--- src/rtl/clk_div_pkg.sv ---
// rtl/clk_div_pkg.sv - shared constants for the clock divider bank
package clk_div_pkg;

  localparam int DEF_DIVW = 8;

  localparam logic [0:0] ST_IDLE = 1'b0;
  localparam logic [0:0] ST_RUN  = 1'b1;

endpackage

--- src/rtl/clk_div_ch.sv ---
// rtl/clk_div_ch.sv - one 50%-duty divider channel with glitch-free ratio/enable updates
module clk_div_ch
  import clk_div_pkg::*;
#(
  parameter int DIVW = DEF_DIVW
) (
  input  logic            clk,
  input  logic            rst,
  input  logic            en,
  input  logic [DIVW-1:0] div,
  output logic            out,
  output logic            rise,
  output logic            active
);

  localparam logic [DIVW-1:0] ONE = DIVW'(1);

  logic [0:0]      state;
  logic [DIVW-1:0] cnt;
  logic [DIVW-1:0] r;
  logic [DIVW-1:0] div_eff;
  logic            at_end;

  assign div_eff = (div == '0) ? ONE : div;
  assign at_end  = (cnt == r - ONE);
  assign active  = (state == ST_RUN);

  // en and div are only consulted at the end of a low phase, so every period is whole
  always_ff @(posedge clk or posedge rst) begin
    if (rst) begin
      state <= ST_IDLE;
      cnt   <= '0;
      r     <= ONE;
      out   <= 1'b0;
      rise  <= 1'b0;
    end else begin
      rise <= 1'b0;
      if (state == ST_IDLE) begin
        if (en) begin
          state <= ST_RUN;
          r     <= div_eff;
          cnt   <= '0;
          out   <= 1'b1;
          rise  <= 1'b1;
        end
      end else if (!at_end) begin
        cnt <= cnt + ONE;
      end else begin
        cnt <= '0;
        if (out) begin
          out <= 1'b0;
        end else if (en) begin
          r    <= div_eff;
          out  <= 1'b1;
          rise <= 1'b1;
        end else begin
          state <= ST_IDLE;
        end
      end
    end
  end

endmodule

--- src/rtl/clk_div_bank.sv ---
// rtl/clk_div_bank.sv - NCH independent programmable clock dividers
module clk_div_bank
  import clk_div_pkg::*;
#(
  parameter int NCH  = 2,
  parameter int DIVW = DEF_DIVW
) (
  input  logic              clk,
  input  logic              rst,
  input  logic [NCH-1:0]    en,
  input  logic [NCH*DIVW-1:0] div,
  output logic [NCH-1:0]    out,
  output logic [NCH-1:0]    rise,
  output logic [NCH-1:0]    active
);

  for (genvar i = 0; i < NCH; i++) begin : g_ch
    clk_div_ch #(
      .DIVW (DIVW)
    ) u_ch (
      .clk    (clk),
      .rst    (rst),
      .en     (en[i]),
      .div    (div[i*DIVW +: DIVW]),
      .out    (out[i]),
      .rise   (rise[i]),
      .active (active[i])
    );
  end

endmodule

--- config.mk ---
export PLATFORM = sky130hd
export DESIGN_NAME = clk_div_bank
export DESIGN_NICKNAME = d
export VERILOG_FILES = /design/src/rtl/clk_div_pkg.sv /design/src/rtl/clk_div_ch.sv /design/src/rtl/clk_div_bank.sv
export SDC_FILE = /design/constraint.sdc
export NUM_CORES = 1
export LEC_CHECK = 0
export CORE_UTILIZATION = 40
export CTS_BUF_LIST = sky130_fd_sc_hd__clkbuf_8
export DETAILED_ROUTE_END_ITERATION = 10
export PLACE_DENSITY = 0.71
export SLEW_MARGIN = 5
export SYNTH_ARGS = -nofsm -noshare
export SYNTH_HDL_FRONTEND = slang
export SYNTH_SLANG_ARGS = --single-unit
export TNS_END_PERCENT = 100
--- constraint.sdc ---
create_clock -name clk -period 7 [get_ports clk]
set_input_delay 1.05 -clock clk [delete_from_list [all_inputs] [get_ports clk]]
set_output_delay 1.05 -clock clk [all_outputs]
set_load 0.01 [all_outputs]
== Yosys cells after proc, flatten, opt, wreduce, memory -nomap -nowiden ==
Index checks and enable logic that the tools add are counted.

* Reductions and logical operators: 8
* Add/sub/neg operators: 4
* Mux-type cells: 36
* Equality and inequality tests: 6

{| class="wikitable"
|+ Operator list
! kind !! count
|-
| $mux W8 || 16
|-
| $mux W1 || 20
|-
| $add A8 B1 Y8 const B || 2
|-
| $eq A8 B8 Y1 || 2
|-
| $logic_not A8 Y1 || 2
|-
| $sub A8 B1 Y8 const B || 2
|-
| $ne A2 B2 Y1 const B || 4
|-
| $reduce_and A2 Y1 || 4
|-
| $reduce_bool A2 Y1 || 2
|}

* Output and inout bits: 6
* Input bits: 20
* Register bits after elaboration: 38
* Logic and storage cells: 64

== Logic depth before layout (Yosys ltp) ==
Gate-level depths: netlist (run 1).

* Word-level depth: 6
* Depth in mapped cells: 9
* Depth with buffers taken out: 8

== Cells and area by module ==
From an unflattened synthesis (run 1), not the netlist that was laid out.

* Cells, all modules: 220
* Area, all modules: 2327.2 um2

{| class="wikitable"
|+ Modules (own cells, without submodules)
! module !! seq. area each (um2) !! cells an instance !! area an instance (um2) !! times used
|-
| clk_div_ch || 476.7 || 110 || 1163.6 || 2
|}

== Worst setup path before layout (run 1) ==
No wires, ideal clock.

* Path kind: reg2reg
* Start point: register g_ch[1].u_ch.r[1]
* End point: register g_ch[1].u_ch.cnt[2]
* Path buffers: 1
* Arrival: 2.227 ns
* Path slack: 4.655 ns
* Stages on the path, launching flop included: 10
* Setup time: 0.118 ns
* Path through: dfrtp_1 -> inv_1 -> ha_1 -> or3b_2 -> nor3_1 -> xnor2_1 -> a2111oi_4 -> buf_4 -> a21oi_1 -> a21o_1

* Cells in the longest elaborated chain, start to end: 4

{| class="wikitable"
|+ Ends and longest elaborated chain
! item !! line !! text
|-
| start, declared || clk_div_ch.sv:20 || <nowiki>logic [DIVW-1:0] r;</nowiki>
|-
| start signal, assigned || clk_div_ch.sv:41 || <nowiki>r <= div_eff;</nowiki>
|-
| start signal, assigned || clk_div_ch.sv:53 || <nowiki>r <= div_eff;</nowiki>
|-
| $sub A8 B1 Y8 || clk_div_ch.sv:25 || <nowiki>assign at_end = (cnt == r - ONE);</nowiki>
|-
| $eq A8 B8 Y1 || clk_div_ch.sv:25 ||
|-
| $mux W8 || clk_div_ch.sv:46 || <nowiki>end else if (!at_end) begin</nowiki>
|-
| $mux W8 || clk_div_ch.sv:38 || <nowiki>if (state == ST_IDLE) begin</nowiki>
|-
| end signal, assigned || clk_div_ch.sv:47 || <nowiki>cnt <= cnt + ONE;</nowiki>
|-
| end, declared || clk_div_ch.sv:19 || <nowiki>logic [DIVW-1:0] cnt;</nowiki>
|}

No other way between the ends.
A chain may end at the register's enable or synchronous reset.

== Worst setup path in the final report (run 1) ==
* Start point: register g_ch[1].u_ch.r[1]
* End point: register g_ch[1].u_ch.r[0]

* Cells in the longest elaborated chain, start to end: 4

{| class="wikitable"
|+ Ends and longest elaborated chain
! item !! line
|-
| $sub A8 B1 Y8 || clk_div_ch.sv:25
|-
| $eq A8 B8 Y1 || clk_div_ch.sv:25
|-
| $ne A2 B2 Y1 (no source line) || -
|-
| $reduce_and A2 Y1 (no source line) || -
|}

No other way between the ends.

==> results of run 1 <==
==> per-layer routing <==
layer,vias up,routed length [um],track usage
met1,963,2200,0.198
met2,31,2620,0.305
met3,9,154,0.0375
met5,-,0,0
li1,1009,-,-
met4,0,56,0.0571
==> layout make-up <==
cell class / instances / area (um2)
clock buffer: 6 / 82.6
clock inverter: 2 / 60.1
fill: 571 / 3100
inverter: 18 / 67.6
multi-input combinational: 193 / 1340
sequential: 38 / 953
tap: 75 / 93.8
timing repair buffer: 26 / 258
==> placed cells by master (no fill, tap or decap), drive strengths merged, types with 3 or more instances in the layout <==
cell type	instances
a21o	5
a21oi	4
a221o	8
a31oi	10
a32oi	3
and3	12
clkbuf	6
clkdlybuf4s50	25
dfrtp	36
ha	4
inv	18
nand2	24
nand2b	4
nand3	16
nand3b	5
nor2	13
nor2b	5
nor3	7
o211ai	12
o21ai	5
or3	4
or4	3
or4b	3
xnor2	13
xor2	6
==> flip-flops by register name, indices dropped and copies added, names as in the netlist <==
name / cells
g_ch.u_ch.cnt: 16
g_ch.u_ch.out: 2
g_ch.u_ch.active: 2
g_ch.u_ch.r: 16
g_ch.u_ch.rise: 2
==> final timing paths <==
kind | from | end | slack, ps | cells after the start
max | g_ch[1].u_ch.r[1] | g_ch[1].u_ch.r[0] | 4050 | 8
min | g_ch[0].u_ch.cnt[3] | g_ch[0].u_ch.cnt[3] | 550 | 1
max reg2reg | g_ch[1].u_ch.r[1] | g_ch[1].u_ch.r[0] | 4050 | 8
min reg2reg | g_ch[0].u_ch.cnt[3] | g_ch[0].u_ch.cnt[3] | 550 | 1
max in group asynchronous | rst | g_ch[0].u_ch.r[0] | 5460 | 3
min in group asynchronous | rst | g_ch[1].u_ch.r[2] | 1180 | 3
==> report_power, final <==
| part | switching (mW) | leakage (nW) | total [mW] | internal (mW) |
|---|---|---|---|---|
| combinational | 0.200 | 0.692 | 0.421 | 0.221 |
| clock | 0.0808 | 0.0714 | 0.233 | 0.152 |
| sequential | 0.135 | 0.457 | 0.447 | 0.312 |
==> kinds of logic (layout without fill, tap and decap cells) <==
logic type / after synthesis / after routing / share of synthesized area
xor+xnor: 19 / 19 / 0.0674
compound gates: 61 / 61 / 0.211
simple gates: 109 / 109 / 0.245
fa+ha+maj: 4 / 4 / 0.0203
flops: 38 / 38 / 0.386
buf+inv: 36 / 52 / 0.0704
==> worst max-delay path, delay by kind of cell (launching register included) <==
| kind | cells | cell delay [ps] |
|---|---|---|
| adder cells (fa/ha/maj) | 1 | 180 |
| flip-flops | 1 | 400 |
| buffers and inverters | 1 | 90 |
| AO/OA/AOI/OAI | 3 | 1470 |
| XOR/XNOR | 1 | 130 |
| AND/OR/NAND/NOR | 2 | 640 |
==> results list, run 1 <==
- Power per Cell Area: 385 nW/um2
- The H-tree was split into 2 levels.
- Seq/Total Area, Yosys: 0.386
- Setup violations remaining at the end of the flow were counted as 0.
- The worst setup path is launched from a flop.
- Setup repair bufs after CTS: 0
* CP max stage delay: just under 900 ps
* Initial DRC count: between 100 and 150
- Most instantiated cells after synthesis: sky130_fd_sc_hd__dfrtp_1 (36), sky130_fd_sc_hd__nand2_1 (24), sky130_fd_sc_hd__inv_1 (18)
* Final core utilization: 0.480
- The number of antenna violations at the first check in global routing came to 0.
- Post-route design area: roughly 2900 um2
* Routed len/inst: ~14 um
- Number of cells upsized or downsized after cts: 0
- After detailed routing, the number of remaining DRC violations is 0.
* Mean instance size in the synthesized netlist: approximately 9.3 um2
- Worst skew pair latency: about 290 ps
- 26 I/O pins were placed.
- Final Slew Violations: 0
* Worst endpoint data arrival time: around 3200 ps
- The detailed router placed slightly above 2k vias in this run.
- Headroom to the max-slew limit came out at 0.367.
- At the end of routability-driven placement, the weighted congestion stood at around 0.8.
- Entering global routing, the biggest net connects 39 pins.
- Setup clock skew after layout: slightly below 8 ps
- In this run, distinct cell masters in the synthesized netlist total 50.
* Ratio of cells with drive above 1 in the final layout: 0.0707
- For this configuration, the core starts out at a cell density of 0.415.
- Area fraction of the dominant cell type after synthesis: 0.365
- Type of the setup path with the least slack: flop to flop
- Global routing finished with a remaining overflow of 0.
- The largest total area in the synthesized netlist belongs to sky130_fd_sc_hd__dfrtp_1.
- Walking the worst path, the cells encountered are inv_1, ha_1, or3b_2, nor3_1, xnor2_1, a2111oi_4, a21o_1, a221o_1.
- CTS buffer count: 5
- STA classifies the critical path endpoint as a flop.
- For this run, the top clock speed supported by timing is roughly 340 MHz.
- Overall power consumption after layout is estimated at 1.10 mW.
* Hold slack final: 555 ps
- Number of flops mapped to enable cells by yosys: 0
* Routed wire length: between 5000 and 6000 um
* Final worst-path cycle share: 0.421
- Post-Place Worst Slack: between 4000 and 5000 ps
- The finished layout holds roughly 360 standard cells, fillers aside.
- Die area: 6490 um2
* Number of global-route vias before repair: ~1.9k
- Clock tree from TritonCTS: yes
- Across the run, the number of max-cap violations was 0.
- Post-DRT Antenna Nets: 0
- In this run the core area contains 28 standard-cell rows.
- Global routing usage summed across all routing layers: 0.170
- The clock passes through at most 2 buffers.
- Critical-path cell with the highest stage delay: sky130_fd_sc_hd__a2111oi_4
- VDD IR max: between 0.00015 and 0.0002 V
- Layout overhead on the synthesized area: 15.7%
- Result of the run: complete, no violations
- The number of nets handed over by synthesis was 291.
- The synthesized design contains 38 register bits.
- Using the TritonRoute via totals, the vias-per-cell ratio works out to ~5.6.
- Cells taking the most area after synthesis: sky130_fd_sc_hd__dfrtp_1 (36%), sky130_fd_sc_hd__xnor2_1 (4.6%), sky130_fd_sc_hd__nand2_1 (3.6%)
* Maximum fanout along the worst path: 19
- # nets final: roughly 310
- Post-synthesis instance total: 267
- First-pass DRT Iterations: 4
* Static power due to leakage: 1.22 nW
* Die width: 80.6 um
* Post-route worst setup slack: between 4000 and 5000 ps
* Number of inserted diodes: 0
- Yosys warnings: 0
- Wire length of the first global-routing pass: around 8600 um
- Quantity of hold-fixing buffers added after cts: 0
- The hold violation count in the final report was 0.
* Type of the most critical hold path: flop to flop
- Total of buffers placed on input and output ports: 25
- The synthesized netlist occupies a cell area of 2470 um2.
- Unrepaired setup endpoints after global routing: no
* Library cell with the highest instance count after synthesis: sky130_fd_sc_hd__dfrtp_1
* Dpl hpwl: around 3600 um
* Minimum clock period: ~2900 ps
- Fraction of synthesis flops using an asynchronous set or reset pin: 1.00
- Die Y-Extent: around 81 um
* Setup total negative slack: 0 ps
* Clock-pin slew of the registers on the worst-case setup and hold paths: approximately 80 ps
- The clock net in this run drives a total of 38 sinks.
* Synth Flop Type: sky130_fd_sc_hd__dfrtp_1
* Placed Cells: 350
- Once placement finished, the instance area stood at around 2700 um2.
- At the pin with the least slew margin, the transition time is 949 ps.
- Data on the critical path is required at its endpoint by between 7000 and 8000 ps.
- The total area inside the core boundary comes to approximately 6000 um2.
* Clock root buffer: sky130_fd_sc_hd__clkbuf_8
Note: power is estimated with default switching activity, not from simulation.
==> run 2: changes to the inputs <==
Clock period 7 ns to 2.9 ns, I/O delays scaled along.
==> run 2 against run 1 <==
Compared with the run above: via count grew 1.9%; worst setup slack lost 3700 ps; maximum frequency grew 15%; die area is the same; power grew 130%; critical path depth shrank 1; register-to-register slack lost 3700 ps; critical endpoint is now g_ch[1].u_ch.cnt[7].
==> results list, run 2 (synthesized netlist as in run 1, its figures left out) <==
- Routed len/inst: 14.0 um (was 14.1 um)
- The switching power was 0.998 mW (was 0.416 mW).
* VDD IR max: 0.000372 V (was 0.000188 V)
* Maximum level of the CTS H-tree: 2 (unchanged)
- The routed wire length came to 5080 um (was 5040 um).
- The initial core utilization was 0.415 (unchanged).
- The CTS root buffer is sky130_fd_sc_hd__clkbuf_8 (unchanged).
- The sequential fraction of design power is 0.434 (was 0.406).
* Dpl hpwl: 3780 um (was 3640 um)
- Sw Ratio: 0.402 (was 0.378)
- The floorplan row count was 28 (unchanged).
- The number of setup buffers added after CTS is 0 (unchanged).
- The weighted congestion reported at the end of routability-driven placement was 0.764 (was 0.799).
* Static power due to leakage: 1.23 nW (was 1.22 nW)
- Worst endpoint data arrival time: 2760 ps (was 3180 ps)
- CTS buffer count: 5 (unchanged)
- The layout overhead on the synthesized area came to 15.5% (was 15.7%).
- The clock insertion delay at the later pin of the skew report was 290 ps (about the same).
- The number of buffers added on ports was 25 (unchanged).
- The final setup violation count is 0 (unchanged).
* I/O Pins: 26 (unchanged)
- Post-DRT Antenna Nets: 0 (unchanged)
- The count of max-cap constraint violations is 0 (unchanged).
- Result of the run: complete, no violations (unchanged)
* Ratio of cells with drive above 1 in the final layout: 0.0865 (was 0.0707)
* Die width: 80.6 um (unchanged)
- The share of the clock period used by the worst path came to 0.882 (was 0.421).
- Die Y-Extent: 80.6 um (unchanged)
- DR vias: 2050 (was 2012)
* Type of the most critical hold path: flop to flop (unchanged)
- Number of global-route vias before repair: 2087 (was 1933)
* Final core utilization: 0.479 (was 0.480)
- The category of the worst setup path capture point is a flop (unchanged).
- Most frequent standard cell in the layout excluding fill and tap cells: sky130_fd_sc_hd__dfrtp_1 (unchanged)
* TritonCTS sink count: 38 (unchanged)
* Unrepaired setup endpoints after global routing: no (unchanged)
- Final Slew Violations: 0 (unchanged)
- Comb power frac: 0.415 (was 0.382)
- Number of inserted diodes: 0 (unchanged)
- # nets final: 312 (was 306)
- The required time reported for the critical path endpoint came to 3100 ps (was 7240 ps).
- Filler Cell Count: 587 (was 571)
- Pin count of the biggest net entering global routing: 39 (unchanged)
- The via count normalized by instance count came to 5.63 (was 5.62).
- Worst slew pin tran: 521 ps (was 949 ps)
* Setup total negative slack: 0 ps (unchanged)
- Power per Cell Area: 871 nW/um2 (was 385 nW/um2)
- Type of element launching the critical path: flop (unchanged)
* Number of cells upsized or downsized after cts: 0 (unchanged)
* Max Clk Rate: 391 MHz (was 339 MHz)
- The normalized max-slew margin was 0.653 (was 0.367).
- The largest clock skew in the final design came to 7.52 ps (was 7.78 ps).
- The minimum setup slack among reg-to-reg paths was 340 ps (was 4050 ps).
- The hold violation count in the final report was 0 (unchanged).
* Number of antenna violations at the first check in global routing: 0 (unchanged)
* Largest registers: g_ch.u_ch.cnt x16, g_ch.u_ch.r x16 (unchanged)
- The total DRC errors in the routed layout was 0 (unchanged).
- Commonest cells after routing, fill and taps aside: sky130_fd_sc_hd__dfrtp_1 (36), sky130_fd_sc_hd__clkdlybuf4s50_1 (25), sky130_fd_sc_hd__nand2_1 (24), sky130_fd_sc_hd__inv_1 (19), sky130_fd_sc_hd__nand3_1 (16) (was sky130_fd_sc_hd__dfrtp_1 (36), sky130_fd_sc_hd__clkdlybuf4s50_1 (25), sky130_fd_sc_hd__nand2_1 (24), sky130_fd_sc_hd__inv_1 (18), sky130_fd_sc_hd__nand3_1 (16))
- Initial DRC count: 134 (was 126)
- Maximum fanout along the worst path: 11 (was 19)
* Minimum clock period: 2560 ps (was 2950 ps)
- The largest buffer count on any clock path came to 2 (unchanged).
- The CTS clock-pin slew for the worst setup and hold paths is 70 ps (was 80 ps).
- Clock network fraction of design power: 0.151 (was 0.212)
- Die area: 6490 um2 (unchanged)
- The overall global routing resource usage was 0.181 (was 0.170).
- Clock tree from TritonCTS: yes (unchanged)
- Wire length of the first global-routing pass: 9190 um (was 8630 um)
- First-pass DRT Iterations: 4 (unchanged)
* Int Pwr: 1.48 mW (was 0.685 mW)
* Total overflow reported by the global router: 0 (unchanged)
- Type of the setup path with the least slack: flop to flop (unchanged)
- Quantity of hold-fixing buffers added after cts: 0 (unchanged)
- The placeable core region came to 5960 um2 (unchanged).
==> run 2: cell count changes in the layout (fill, tap and decap cells not counted) <==
cell	delta
sky130_fd_sc_hd__bufinv_16	-2
sky130_fd_sc_hd__inv_1	+1
sky130_fd_sc_hd__buf_4	+6
sky130_fd_sc_hd__clkinv_2	+1
==> run 2: layout make-up <==
cell class	count	area [um2]	share of cell area
Inverter	18	67.6	0.0237
Timing Repair Buffer	32	303	0.106
Tap cell	75	93.8	0.0329
Multi-Input combinational cell	193	1340	0.471
Clock buffer	6	82.6	0.0290
Clock inverter	2	8.76	0.00307
Sequential cell	38	953	0.334
==> run 2: routing by layer <==
metal  wire (um)  global-route usage  vias to the layer above
li1            -                   -                     1020
met1        2290               0.214                      981
met2        2570               0.323                       40
met3         165              0.0375                        9
met4          60              0.0607                        0
met5           0                   0                        -
==> run 2: stage by stage <==
step	hold slack (ps)	cell area [um2]	worst slack, ps	cells	total power [mW]
after floorplan	497	2470	555	267	1.87
after global placement	538	2760	373	356	2.09
after detailed placement	541	2760	338	356	2.12
after CTS	551	2850	324	364	2.50
after global routing	571	2850	136	364	2.70
final	546	2850	342	364	2.48
==> run 2: final timing paths <==
path,from,to,depth (start not counted)
setup / recovery,g_ch[1].u_ch.r[2],g_ch[1].u_ch.cnt[7],7
hold / removal,g_ch[0].u_ch.cnt[3],g_ch[0].u_ch.cnt[3],1
setup reg to reg,g_ch[1].u_ch.r[2],g_ch[1].u_ch.cnt[7],7
hold reg to reg,g_ch[0].u_ch.cnt[3],g_ch[0].u_ch.cnt[3],1
max in group asynchronous,rst,g_ch[0].u_ch.r[0],3
min in group asynchronous,rst,g_ch[1].u_ch.r[2],3
==> run 2: critical path: stages, from the launching register on <==
cell,delay [ps]
sky130_fd_sc_hd__dfrtp_1,440
sky130_fd_sc_hd__or4_1,550
sky130_fd_sc_hd__o221a_2,300
sky130_fd_sc_hd__a311oi_2,260
sky130_fd_sc_hd__a2111oi_4,120
sky130_fd_sc_hd__buf_4,190
sky130_fd_sc_hd__or4b_1,500
sky130_fd_sc_hd__o211ai_1,110
==> run 2: power groups by stage <==
stage	Sequential [mW]	Combinational (mW)	Clock (mW)
6_report	1.08	1.03	0.375
2_1_floorplan	0.955	0.919	0
4_1_cts	1.07	1.04	0.386
3_3_place_gp	1.08	1.01	0
3_5_place_dp	1.08	1.03	0
5_1_grt	1.12	1.17	0.407
==> run 3: changes to the inputs <==
Settings changed: ABC_AREA set to 1, PLACE_DENSITY 0.71 to 0.73.
Clock period 2.9 ns to 2.33 ns, I/O delays scaled along.
==> run 3 against run 2 <==
Compared with the run above: flip-flop and latch count is the same; via count is 0.63% lower; combinational power rose by 79%; die area fell by 6.2%; register-to-register slack worse by 150 ps; synthesized area is 6.4% lower; non-clock buffer count fell by 5; count of clock-buffer cells in the layout unchanged; global-route usage fell by 0.54 points; cell count rose by 12%; power grew 45%; final area decreased by 5.0%.
==> results list, run 3 <==
- Result of the run: complete, no violations (unchanged).
- The top achievable clock speed came to 469 MHz (was 391 MHz).
- Unrepaired setup endpoints after global routing: no (unchanged)
- The post-cts hold buffer count was 0 (unchanged).
- The number of antenna violations at the first check in global routing is 0 (unchanged).
- The normalized max-slew margin is 0.680 (was 0.653).
- Cell type with the highest aggregate area in the netlist: sky130_fd_sc_hd__dfrtp_1 (unchanged)
* Crit path launch: g_ch[0].u_ch.r[0] (was g_ch[1].u_ch.r[2])
* CP max stage delay: 570 ps (was 550 ps)
- Via density per instance: 4.99 (was 5.63)
* Clock root buffer: sky130_fd_sc_hd__clkbuf_8 (unchanged)
- The CTS tree was yes (unchanged).
- The layout overhead on the synthesized area is 17.2% (was 15.5%).
* Total of buffers placed on input and output ports: 25 (unchanged)
* Final Slew Violations: 0 (unchanged)
- Series of cell instances along the critical path: inv_2, ha_1, nand2_1, clkinv_1, nor2_1, nor2_1, nor2_1, nand3_1, nor2_1, nand4_2, nand2_1, inv_1, nand2_1 (was or4_1, o221a_2, a311oi_2, a2111oi_4, buf_4, or4b_1, o211ai_1)
* Post-route design area: 2710 um2 (was 2850 um2)
- The wire length per cell after detailed routing came to 12.0 um (was 14.0 um).
* Critical path buffers and inverters: 3 (was 1)
- Number of global-route vias before repair: 1944 (was 2087)
- Wire length of the first global-routing pass: 8420 um (was 9190 um)
- Commonest cells after routing, fill and taps aside: sky130_fd_sc_hd__nand2_1 (76), sky130_fd_sc_hd__nand3_1 (47), sky130_fd_sc_hd__dfrtp_1 (36), sky130_fd_sc_hd__nor2_1 (33), sky130_fd_sc_hd__inv_1 (32) (was sky130_fd_sc_hd__dfrtp_1 (36), sky130_fd_sc_hd__clkdlybuf4s50_1 (25), sky130_fd_sc_hd__nand2_1 (24), sky130_fd_sc_hd__inv_1 (19), sky130_fd_sc_hd__nand3_1 (16))
- The share of the clock period used by the worst path was 0.916 (was 0.882).
- Type of element launching the critical path: flop (unchanged)
- Setup total negative slack: 0 ps (unchanged)
* DR vias: 2037 (was 2050)
- Routed wire length: 4910 um (was 5080 um)
* # nets final: 359 (was 312)
* Std cell rows: 27 (was 28)
- Most instantiated cells after synthesis: sky130_fd_sc_hd__nand2_1 (77), sky130_fd_sc_hd__nand3_1 (47), sky130_fd_sc_hd__dfrtp_1 (36) (was sky130_fd_sc_hd__dfrtp_1 (36), sky130_fd_sc_hd__nand2_1 (24), sky130_fd_sc_hd__inv_1 (18)).
- The die area is 6090 um2 (was 6490 um2).
- Final estimated routing congestion in global placement: 0.868 (was 0.764)
- Minimum clock period: 2130 ps (was 2560 ps)
- The number of synthesized register bits came to 38 (unchanged).
- The overall global routing resource usage is 0.176 (was 0.181).
- First-pass DRT Iterations: 4 (unchanged)
* Number of inserted diodes: 0 (unchanged)
- Cells taking the most area after synthesis: sky130_fd_sc_hd__dfrtp_1 (39%), sky130_fd_sc_hd__nand2_1 (13%), sky130_fd_sc_hd__nand3_1 (10%) (was sky130_fd_sc_hd__dfrtp_1 (36%), sky130_fd_sc_hd__xnor2_1 (4.6%), sky130_fd_sc_hd__nand2_1 (3.6%)).
- The largest clock skew in the final design is 7.86 ps (was 7.52 ps).
- The number of setup buffers added after CTS was 0 (unchanged).
- Seq/Total Area, Yosys: 0.412 (was 0.386)
- Ratio of cells with drive above 1 in the final layout: 0.0833 (was 0.0865)
- Total of max-cap violations: 0 (unchanged)
- CTS buffer count: 5 (unchanged)
- The number of warnings issued by yosys was 0 (unchanged).
- Pin count of the biggest net entering global routing: 39 (unchanged)
* Number of cells upsized or downsized after cts: 0 (unchanged)
- Total of endpoints with negative setup slack in the final report: 0 (unchanged)
- I/O Pins: 26 (unchanged)
* Most frequent standard cell in the layout excluding fill and tap cells: sky130_fd_sc_hd__nand2_1 (was sky130_fd_sc_hd__dfrtp_1)
- The detailed-placement wirelength estimate was 3750 um (was 3780 um).
* Power per Cell Area: 1330 nW/um2 (was 871 nW/um2)
- The path class of the lowest-slack min-delay path is primary input to asynchronous set/reset pin (was flop to flop).
- The largest voltage drop on the vdd net came to 0.000515 V (was 0.000372 V).
- Worst slew pin tran: 480 ps (was 521 ps)
- Area fraction of the dominant cell type after synthesis: 0.390 (was 0.365)
* Static power due to leakage: 1.35 nW (was 1.23 nW)
* Die Y-Extent: 78.0 um (was 80.6 um)
- The area of placed instances came to 2620 um2 (was 2760 um2).
- The reg-to-reg critical path startpoint was g_ch[0].u_ch.r[0] (was g_ch[1].u_ch.r[2]).
* Initial DRC count: 77 (was 134)
* Synthesized netlist net count: 333 (was 291)
- Post-DRT Antenna Nets: 0 (unchanged)
* Critical-path cell with the highest stage delay: sky130_fd_sc_hd__dfstp_2 (was sky130_fd_sc_hd__or4_1)
* Number of flops mapped to enable cells by yosys: 0 (unchanged)
* Kind of cell with the highest combined delay on the critical path: simple AND/OR/NAND/NOR gates (unchanged)
- The most common cell in the synthesized netlist was sky130_fd_sc_hd__nand2_1 (was sky130_fd_sc_hd__dfrtp_1).
- Final count of hold timing violations: 0 (unchanged)
* WP data required: 2560 ps (was 3100 ps)
- Fraction of synthesis flops using an asynchronous set or reset pin: 1.00 (unchanged)
- Worst endpoint data arrival time: 2370 ps (was 2760 ps)
- The CTS clock-pin slew for the worst setup and hold paths came to 70 ps (about the same).
- Total overflow reported by the global router: 0 (unchanged)
* Worst skew pair latency: 290 ps (about the same)
* Post-synthesis instance total: 309 (was 267)
* Synth Flop Type: sky130_fd_sc_hd__dfrtp_1 (unchanged)
* Die width: 78.0 um (was 80.6 um)
* Effective utilization at floorplan: 0.417 (was 0.415)
- Largest registers: g_ch.u_ch.cnt x16, g_ch.u_ch.r x16 (unchanged).
- The largest buffer count on any clock path was 2 (unchanged).
* TritonCTS sink count: 38 (unchanged)
- The placeable core region is 5540 um2 (was 5960 um2).
* Mean instance size in the synthesized netlist: 7.48 um2 (was 9.25 um2)
* Number of distinct library cells after synthesis: 34 (was 50)
* Maximum level of the CTS H-tree: 2 (unchanged)
- The critical path start-end classification is flop to flop (unchanged).
- The biggest fanout along the worst timing path came to 9 (was 11).
- Total DRC errors in the routed layout: 0 (unchanged)
- Post-synthesis instance area: 2310 um2 (was 2470 um2)
- Counting stages on the worst path, the most repeated cell is sky130_fd_sc_hd__nor2_1.
- Nature of the critical path endpoint: flop (unchanged)
## run 3: cell count changes after synthesis, moves of 6 or more
cell                       before  now
sky130_fd_sc_hd__a221o_1        8    0
sky130_fd_sc_hd__a31oi_1       10    0
sky130_fd_sc_hd__and3_1        12    0
sky130_fd_sc_hd__inv_1         18   31
sky130_fd_sc_hd__inv_2          0    7
sky130_fd_sc_hd__nand2_1       24   77
sky130_fd_sc_hd__nand3_1       16   47
sky130_fd_sc_hd__nor2_1        13   33
sky130_fd_sc_hd__o211ai_1      12    1
sky130_fd_sc_hd__o21ai_1        0    6
sky130_fd_sc_hd__o22ai_1        1    8
## run 3: path summary, 6_finish.rpt
| kind | end | slack, ps | cells past startpoint |
|---|---|---|---|
| setup / recovery | g_ch[0].u_ch.out | 200 | 13 |
| hold / removal | g_ch[0].u_ch.rise | 470 | 3 |
| setup reg to reg | g_ch[0].u_ch.out | 200 | 13 |
| hold reg to reg | g_ch[1].u_ch.r[0] | 520 | 2 |
| max in group asynchronous | g_ch[1].u_ch.r[0] | 1510 | 3 |
| min in group clk | g_ch[1].u_ch.r[0] | 520 | 2 |
## run 3: layer usage
layer | global-route usage | wire [um]
met3 | 0.0384 | 192
met5 | 0 | 0
met1 | 0.206 | 2170
met4 | 0.0556 | 95
met2 | 0.319 | 2460
## run 3: metrics by stage
step	power [mW]	worst slack, ps	utilization	hold slack [ps]	std cells
after floorplan	2.73	428	-	459	309
after global placement	3.07	300	0.472	509	400
after detailed placement	3.14	229	0.472	509	400
after CTS	3.62	204	0.488	488	408
after global routing	3.94	12.4	0.489	521	408
final	3.59	196	0.489	470	408
## run 3: cells by family after synthesis
kind of cell               count (synthesis)  share of synthesized area
and+or+nand+nor                          179                      0.348
adders and majority gates                  4                     0.0216
AOI/OAI and AO/OA                         23                     0.0595
buffers and inverters                     48                     0.0877
DFF                                       38                      0.412
xor gates and xnor gates                  17                     0.0703
## run 3: power by group
group	switching (mW)	internal [mW]
Clock	0.233	0.234
Combinational	1.03	0.811
Sequential	0.329	0.957
Total	1.59	2.00
## run 3: final cells by class
type | instances | area (um2)
clock buffers | 6 | 82.6
clock inverters | 2 | 8.76
fillers | 544 | 2830
inverters | 40 | 150
multi-input cells | 223 | 1160
flip-flops and latches | 38 | 953
well taps | 72 | 90.1
repair buffers | 27 | 265
## run 3: worst min-delay path: cells and delay by family
kind / cells / cell delay (ps)
buffers and inverters: 3 / 850
==> variant, RTL diff (flow settings as in run 3) <==
`NCH`: 2 -> 1.
--- a/src/rtl/clk_div_bank.sv
+++ b/src/rtl/clk_div_bank.sv
@@ -2,7 +2,7 @@
 module clk_div_bank
   import clk_div_pkg::*;
 #(
-  parameter int NCH  = 2,
+  parameter int NCH  = 1,
   parameter int DIVW = DEF_DIVW
 ) (
   input  logic              clk,
Ports: changed (5 resized); port bits go from 26 to 14. No check against the original RTL was run, so the function may have changed too.
==> variant against run 3 <==
Total power shrank 49%. Wire length shrank 51%. Critical path depth down 1. Cell area fell by 48%. Area after synthesis shrank 48%. Setup slack improved by 0.11 ns. Sequential cell count shrank 19.
==> variant: results (changes against run 3) <==
| Metric | Value |
|---|---|
| Ranking of synthesized cells by area | dfrtp_1 37%, nand2_1 16%, xor2_1 5.8% |
| Number of instances in the placed design | 205 (-49%) |
| TritonCTS Buffers | 3 (-2) |
| Wire length on met1 | 1160 µm (-47%) |
| Routing usage on met3 | 2.07% (-1.8 points) |
| Crit path to | g_ch[0].u_ch.cnt[7] |
| Post-synth top cells | 53 x nand2_1, 18 x dfrtp_1, 15 x inv_1 |
| Post-DP HPWL | 1880 µm (-50%) |
| IO Port Bufs | 13 (-48%) |
| Vias in the first global route | 1011 (-48%) |
| Top Registers | g_ch.u_ch.cnt (8), g_ch.u_ch.r (8) |
| Clk Latency, worst-skew pair | 0.26 ns (-0.03 ns) |
| Register-to-Register Path Depth | 12 (-1) |
| Syn_nets | 175 (-47%) |
| Worst vdd ir | 0.508 mV (-1.4%) |
| Layout cell share with drive strength beyond 1 | 14.0% (+5.7 points) |
| Critical Path Fanout Max | 7 (-2) |
| Leak | 0.696 nW (-48%) |
| Routed wire per std cell | 11.4 µm (-5.1%) |
| Worst slew margin | 51.7% (-16 points) |
| 1st-iter DRT viols | 11 (-86%) |
| Seq/Total Area, Yosys | 39.5% (-1.7 points) |
| Synth unique cells | 27 (-21%) |
| Hold slack | 0.508 ns (+0.0380 ns) |
| DP Area | 0.00137 mm² (-48%) |
| Metal2 WL | 1140 µm (-54%) |
| DR vias/cell | 5.05 (+1.1%) |
| H-tree levels | 1 (-1) |
| Data arrival, critical path | 2.16 ns (-0.21 ns) |
| Nets | 192 (-47%) |
| Pin count of the biggest net entering global routing | 20 (-49%) |
| Routed wl met3 | 47 µm (-76%) |
| Via count | 1055 (-48%) |
| GR Layer Usage met1 | 22.5% (+1.9 points) |
| Status | complete, no violations |
| Fillers | 285 (-48%) |
variant: kinds of logic after synthesis:
logic type | Yosys count | synth area share (%)
compound gates | 14 | 6.43
xor+xnor | 10 | 7.26
fa+ha+maj | 2 | 2.07
buf+inv | 21 | 6.64
flops | 19 | 39.5
simple gates | 96 | 38.1
variant: power breakdown:
part	switching [W]	internal [W]	total (W)
logic	0.000546	0.000385	0.000930
clock network	0.000106	0.000117	0.000223
registers	0.000201	0.000482	0.000684
variant: area by class of cell:
| class | count | area (µm²) | share of cell area [%] |
|---|---|---|---|
| multi-input cells | 122 | 649 | 45.9 |
| well taps | 31 | 38.8 | 2.74 |
| clock inverters | 1 | 3.75 | 0.265 |
| inverters | 20 | 75.1 | 5.31 |
| repair buffers | 13 | 130 | 9.20 |
| clock buffers | 3 | 41.3 | 2.92 |
| flip-flops and latches | 19 | 477 | 33.7 |
